==> config.mk <==
export PLATFORM = sky130hd
export DESIGN_NAME = output_channel_buffer_flat
export DESIGN_NICKNAME = d
export VERILOG_FILES = /design/src/rtl/output_channel_buffer_if.sv /design/src/rtl/output_channel_buffer.sv /design/src/flat_wrapper.sv
export SDC_FILE = /design/constraint.sdc
export NUM_CORES = 1
export LEC_CHECK = 0
export ABC_AREA = 1
export CAP_MARGIN = 0
export CORE_MARGIN = 3
export CORE_UTILIZATION = 42
export CTS_BUF_LIST = sky130_fd_sc_hd__clkbuf_8
export DETAILED_ROUTE_END_ITERATION = 6
export PLACE_DENSITY_LB_ADDON = 0.12
export SYNTH_ARGS = -nofsm -noshare
export SYNTH_HDL_FRONTEND = slang
export SYNTH_SLANG_ARGS = --single-unit
==> constraint.sdc <==
create_clock -name clock -period 3.3 [get_ports clock]
set_input_delay 0.66 -clock clock [delete_from_list [all_inputs] [get_ports clock]]
set_output_delay 0.66 -clock clock [all_outputs]
set_load 0.02 [all_outputs]
==> src/rtl/output_channel_buffer_if.sv <==
// TIA channel types and the two port bundles used by the output channel buffer:
// the PE-facing output channel and the outgoing req/ack link.

package tia_pkg;
  parameter int unsigned TIA_CHANNEL_BUFFER_FIFO_DEPTH = 4;
  parameter int unsigned PacketWidth = 16;

  typedef logic [PacketWidth-1:0] packet_t;
endpackage

// PE-to-buffer enqueue port. The buffer is the receiver; the PE is the sender.
interface output_channel_if #(
  parameter int unsigned FIFO_DEPTH = tia_pkg::TIA_CHANNEL_BUFFER_FIFO_DEPTH
);
  localparam int unsigned CountWidth = $clog2(FIFO_DEPTH) + 1;

  tia_pkg::packet_t      packet;
  logic                  enqueue;
  logic                  full;
  logic [CountWidth-1:0] count;

  modport receiver (
    input  packet,
    input  enqueue,
    output full,
    output count
  );

  modport sender (
    output packet,
    output enqueue,
    input  full,
    input  count
  );
endinterface

// Point-to-point req/ack link. A transfer completes on an edge where req and ack are both high.
interface link_if;
  tia_pkg::packet_t packet;
  logic             req;
  logic             ack;

  modport sender (
    output packet,
    output req,
    input  ack
  );

  modport receiver (
    input  packet,
    input  req,
    output ack
  );
endinterface

==> src/rtl/output_channel_buffer.sv <==
// Transmit-side channel buffer: queues packets from the PE and offers the oldest one on the
// outgoing link, popping it only on a completed req/ack transfer.

module output_channel_buffer
  import tia_pkg::*;
#(
  parameter int unsigned FIFO_DEPTH = TIA_CHANNEL_BUFFER_FIFO_DEPTH
) (
  input  logic                      clock,
  input  logic                      reset,
  input  logic                      enable,
  output_channel_if.receiver        output_channel,
  link_if.sender                    link,
  output logic                      overflow,
  output logic                      quiescent
);

  localparam int unsigned PtrWidth   = $clog2(FIFO_DEPTH);
  localparam int unsigned CountWidth = PtrWidth + 1;
  localparam logic [CountWidth-1:0] CountFull = CountWidth'(FIFO_DEPTH);

  // Pointer arithmetic relies on natural wrap, so the depth must be a power of two.
  if (FIFO_DEPTH < 2 || (FIFO_DEPTH & (FIFO_DEPTH - 1)) != 0) begin : g_bad_depth
    $error("output_channel_buffer: FIFO_DEPTH must be a power of two >= 2");
  end

  packet_t               fifo_q [FIFO_DEPTH];
  logic [PtrWidth-1:0]   head_q, head_d;
  logic [PtrWidth-1:0]   tail_q, tail_d;
  logic [CountWidth-1:0] count_q, count_d;
  logic                  overflow_q, overflow_d;

  logic not_empty;
  logic is_full;
  logic req;
  logic acc;
  logic xfer;
  logic reject;

  // Handshake decode; everything is derived from the pre-edge count, so ack never reaches
  // req or full combinationally and a same-cycle pop cannot make room for an enqueue.
  always_comb begin
    not_empty = (count_q != '0);
    is_full   = (count_q == CountFull);
    req       = enable && not_empty;
    acc       = enable && output_channel.enqueue && !is_full;
    reject    = enable && output_channel.enqueue && is_full;
    xfer      = req && link.ack;
  end

  // Output drive.
  always_comb begin
    link.packet          = fifo_q[head_q];
    link.req             = req;
    output_channel.full  = is_full;
    output_channel.count = count_q;
    overflow             = overflow_q;
    quiescent            = !not_empty;
  end

  // Next-state for pointers, occupancy and the sticky overflow flag.
  always_comb begin
    head_d     = head_q;
    tail_d     = tail_q;
    count_d    = count_q;
    overflow_d = overflow_q;

    if (acc) begin
      tail_d = tail_q + PtrWidth'(1);
    end
    if (xfer) begin
      head_d = head_q + PtrWidth'(1);
    end

    case ({acc, xfer})
      2'b10:   count_d = count_q + CountWidth'(1);
      2'b01:   count_d = count_q - CountWidth'(1);
      default: count_d = count_q;
    endcase

    if (reject) begin
      overflow_d = 1'b1;
    end
  end

  // Control state with synchronous reset; disabled cycles hold because acc/xfer are low.
  always_ff @(posedge clock) begin
    if (reset) begin
      head_q     <= '0;
      tail_q     <= '0;
      count_q    <= '0;
      overflow_q <= 1'b0;
    end else begin
      head_q     <= head_d;
      tail_q     <= tail_d;
      count_q    <= count_d;
      overflow_q <= overflow_d;
    end
  end

  // Packet storage is deliberately not reset; only slots between head and tail are meaningful.
  always_ff @(posedge clock) begin
    if (!reset && acc) begin
      fifo_q[tail_q] <= output_channel.packet;
    end
  end

  // Occupancy never exceeds the number of slots.
  a_count_range: assert property (@(posedge clock) disable iff (reset)
    count_q <= CountFull);

  // A stalled offer must not change under the receiver.
  a_stall_stable: assert property (@(posedge clock) disable iff (reset)
    (req && !link.ack) |=> $stable(link.packet));

endmodule

==> src/flat_wrapper.sv <==
// flat-port wrapper written by rule: the top's interface ports become plain ports
module output_channel_buffer_flat import tia_pkg::*;
#(
  parameter int unsigned FIFO_DEPTH = TIA_CHANNEL_BUFFER_FIFO_DEPTH
)
  (clock, reset, enable, overflow, quiescent, output_channel_packet, output_channel_enqueue, output_channel_full, output_channel_count, link_packet, link_req, link_ack);
  output_channel_if #(.FIFO_DEPTH(FIFO_DEPTH)) output_channel_i ();
  link_if link_i ();
  input  logic clock;
  input  logic reset;
  input  logic enable;
  output logic overflow;
  output logic quiescent;
  input wire logic [$bits(output_channel_i.packet)-1:0] output_channel_packet;
  input wire logic [$bits(output_channel_i.enqueue)-1:0] output_channel_enqueue;
  output wire logic [$bits(output_channel_i.full)-1:0] output_channel_full;
  output wire logic [$bits(output_channel_i.count)-1:0] output_channel_count;
  output wire logic [$bits(link_i.packet)-1:0] link_packet;
  output wire logic [$bits(link_i.req)-1:0] link_req;
  input wire logic [$bits(link_i.ack)-1:0] link_ack;
  assign output_channel_i.packet = output_channel_packet;
  assign output_channel_i.enqueue = output_channel_enqueue;
  assign output_channel_full = output_channel_i.full;
  assign output_channel_count = output_channel_i.count;
  assign link_packet = link_i.packet;
  assign link_req = link_i.req;
  assign link_i.ack = link_ack;
  output_channel_buffer #(.FIFO_DEPTH(FIFO_DEPTH)) u_core (.clock(clock), .reset(reset), .enable(enable), .output_channel(output_channel_i), .link(link_i), .overflow(overflow), .quiescent(quiescent));
endmodule
Word-level counts from Yosys, hierarchy flattened. Memories as Yosys holds them, arrays and structs flattened. A register that Yosys moved wholly into a read port is not among the register bits. Cells that the tools add are included.

Bits in registers: 8. Memory bits (writable): 64. Input port bits: 21. Output and inout bits: 23. Word-level logic and storage cells: 28. Memories: 1.

Memories: u_core.fifo_q (words 4, bits a word 16, read ports 1, clocked after memory_dff 1, wr ports 1, RTL line output_channel_buffer.sv:27) `packet_t fifo_q [FIFO_DEPTH];`.

Add/sub/neg operators: 4. Equality and inequality tests: 3. Muxes and demuxes: 5. Reductions and logical operators: 11.

Operators with widths (count): 1-bit logical AND (6); 3-bit one-hot mux with 2 select lines (1); 2-bit by 1-bit adder with 2-bit output (second input constant) (2); 2-bit 2-to-1 mux (2); 3-bit by 1-bit adder with 3-bit output (second input constant) (1); 3-bit == test (second input constant) (1); 1-bit logical NOT (3); 3-bit nonzero test (1); 3-bit by 1-bit subtractor with 3-bit output (second input constant) (1); 2-bit by 1-bit == test with 1-bit output (second input constant) (1); 2-bit == test (second input constant) (1); 1-bit 2-to-1 mux (2); 2-bit nonzero test (1).

Depth between registers and ports, before layout.
Word-level depth: 6. Gate-level depth with buffers: 13. Gate-level depth less buffers: 13.

Worst setup path after synthesis. OpenSTA, ideal clock, no wires.

Kind: input -> register. Start point: input port enable. End point: memory u_core.fifo_q[0][0] (netlist bit) (enable). Library setup time: 0.389 ns. Arrival time: 1.642 ns. Required time: 2.911 ns. Path slack: 1.270 ns. Stages: 4. Path buffers: 0. Cell sequence: nand2_1 > inv_2 > nand3_1 > nor2_1.

Longest elaborated chain between the ends: 5.

RTL lines: start, declared (RTL line flat_wrapper.sv:11) `input logic enable;`; 1-bit logical AND (2 in series) (RTL line output_channel_buffer.sv:46) `acc = enable && output_channel.enqueue && !is_full;`; 1-bit logical AND (RTL line output_channel_buffer.sv:103) `if (!reset && acc) begin`; 1-bit 2-to-1 mux (RTL line output_channel_buffer.sv:103); 1-bit 2-to-1 mux (not written as such) (RTL line output_channel_buffer.sv:104) `fifo_q[tail_q] <= output_channel.packet;`; end, declared (RTL line output_channel_buffer.sv:27).

No other way between the ends.

==> impl_metrics.tcl <==
set metrics [dict create \
    synth_top_area_share_pct 66.1 \
    synth-compound-area-share_pct 10.6 \
    synth_simple_gate_area_share_pct 8.82 \
    final.min_clock_period_ns 2.78 \
    setup_viol 0 \
    coreArea_um2 6530 \
    worstSetupEndpoint "link_packet[10]" \
    grt_overflow 0 \
    startpoint_type "flop" \
    final_nets 315 \
    crit_slowest_cell "clkdlybuf4s50_1" \
    p_int_uw 1400 \
    status "finished, final reports clean" \
    layout_commonest_cell "edfxtp_1" \
    syn_area_per_cell_um2 12.5 \
    yosys.area_share.adder_pct 2.84 \
    yosysSeqAreaShare_pct 72.9 \
    dr.pass1.iters 4 \
    post_route_cells_drive_above_1_share_pct 10.6 \
    drtIter0Drc 144 \
    cp-end-kind "output pin" \
    cts_hold_buf 0 \
    report.final.slew_viol_count 0 \
    ys_warn_count 0 \
    n_antenna_cell 0 \
    numPortBuffers 43 \
    power_switching_uw 460 \
    rrSetupSlack_ns 1.50 \
    synth_largest_area_cell "edfxtp_1" \
    die_w_um 89.2 \
    power_frac_seq_pct 56.0 \
    clock_sinks 74 \
    vdd_drop_max_uv 312 \
    initial_core_util_pct 44.5 \
    wl_per_cell_um 14.9 \
    slew_headroom_pct 61.9 \
    worst_pin_slew_ns 0.571 \
    synth_seq_cells 74 \
    clkLatencyLatePin_ns 0.33 \
    arrival_ns 2.12 \
    antenna_found_initial 0 \
    cts_resized 0 \
    fmax_mhz 360 \
    swShare_pct 24.7 \
    holdCritPathClass "reg2reg" \
    final_cell_mix "edfxtp_1 (64), clkdlybuf4s50_1 (43), nor2_1 (40)" \
    dp_hpwl_um 3570 \
    worstReg2RegEnd "u_core.output_channel.count[2]" \
    mappedNetlistArea_um2 2910 \
    synth_mux_area_share_pct 0 \
    post-cts-setup-buffer-count 0 \
    grt.total_usage_pct 15.4 \
    synth_top_family_by_area "compound AO/OA/AOI/OAI gates" \
    synth-xor-area-share_pct 0 \
    fp-row-count 29 \
    route.detailed.drc 0 \
    avgViaCountPerCell 5.06 \
    cts_tree "yes" \
    fin_area_um2 3620 \
    skew_ns 0.00595 \
    hold_viol 0 \
    timing.setup.tns_ns 0 \
    htreeDepth 3 \
    final_antenna_net_count 0 \
    holdWs_ns 0.472 \
    vias 1867 \
    r2r-start "u_core.output_channel.count[1]" \
    dieHeight_um 89.2 \
    critPathKind "reg2out" \
    fin_crit_sh_pct 84.2 \
    r2r_cells 13 \
    numCtsBuffers 9 \
    p_leak_uw 0.00131 \
    power_frac_comb_pct 13.0 \
    maxCapViolations 0 \
    clockBufferDepth 2 \
    cp.required_ns 2.64 \
    grt_max_degree 33 \
    worstPathMaxFanout 10 \
    place.gp.congestion 0.780 \
    clock_power_share_pct 31.0 \
    max_stage_delay_ns 0.64 \
    grt_pass1_vias 1839 \
    ioPinCount 44 \
    clk_root_buffer_cell "clkbuf_8" \
    syn_nets 259 \
    area_growth_pct 24.4 \
    grt_pass1_wl_um 9010 \
    routed_wl_um 5500 \
    crit_chain "buf_4 > o21ai_1 > o22ai_1 > clkdlybuf4s50_1" \
    power_density_nw_per_um2 515 \
    syn-instance-count 232 \
    rsz0062_at_grt "false" \
    yosys-top-cells-area "edfxtp_1 (66%), dfxtp_1 (6.9%), nor2_1 (5.2%)" \
    ys_types 19 \
    path_clk_slew_ns 0.07 \
    place_area_um2 3460 \
    die-area_um2 7960 \
]
-- layout make-up --
| cell class | count | area (um2) |
|---|---|---|
| Fill cell | 554 | 2910 |
| Sequential cell | 74 | 2120 |
| Multi-Input combinational cell | 126 | 647 |
| Timing Repair Buffer | 53 | 505 |
| Clock buffer | 9 | 124 |
| Tap cell | 77 | 96.3 |
| Inverter | 24 | 90.1 |
| Clock inverter | 6 | 35.0 |
-- synth_stat cells, drive strengths merged --
cell type / count
ha: 5
o22ai: 16
dfxtp: 10
inv: 24
fa: 1
o21a: 1
edfxtp: 64
o21ai: 34
nor2: 41
nand4: 1
nand2: 15
nand3: 6
a21oi: 6
buf: 8
-- through the flow --
step,util [%],power (uW),instances,setup WS (ns)
floorplan,-,1190,232,1.27
global route,55.4,1950,369,0.424
global placement,53.0,1310,354,0.730
CTS,55.4,1880,369,0.548
detailed placement,53.0,1310,354,0.724
finish,55.4,1860,369,0.521
-- sequential cells by signal, summed over array words and instances (netlist names), named ones only --
| name | flops |
|---|---|
| u_core.fifo_q | 64 |
| u_core.overflow | 1 |
| u_core.tail_q | 2 |
| u_core.output_channel.count | 3 |
| u_core.head_q | 2 |
-- worst min path at each step --
stage	start	to	slack [ns]	cells after the start
final	u_core.overflow	u_core.overflow	0.47	1
after global routing	u_core.overflow	u_core.overflow	0.50	1
after CTS	u_core.overflow	u_core.overflow	0.48	1
after detailed placement	u_core.overflow	u_core.overflow	0.46	1
after global placement	u_core.overflow	u_core.overflow	0.45	1
after floorplan	u_core.head_q[0]	flop	0.44	2
-- power by group through the flow --
stage	clock network, uW	logic (uW)	registers [uW]
after floorplan	0	125	1070
after global placement	0	243	1060
after detailed placement	0	245	1060
after CTS	592	246	1040
after global routing	637	267	1050
final	577	242	1040
-- routing by layer --
| metal | vias up | global-route usage, % | routed length (um) |
|---|---|---|---|
| met3 | 2 | 4.70 | 255 |
| met5 | - | 0 | 0 |
| met2 | 36 | 23.2 | 2570 |
| met4 | 0 | 5.14 | 20 |
| li1 | 934 | - | - |
| met1 | 895 | 21.5 | 2660 |
-- logic make-up (layout without fill, tap and decap cells) --
logic type	count (synthesis)	in the layout
flops	74	74
simple gates	63	63
compound gates	57	57
buf+inv	32	92
fa+ha+maj	6	6
-- worst max-delay path, delay by kind of cell (launching register included) --
family	cells	cell delay, ns
flip-flops	1	0.59
AO/OA/AOI/OAI	2	0.30
buffers and inverters	2	0.89
Note: power is estimated with default switching activity, not from simulation.
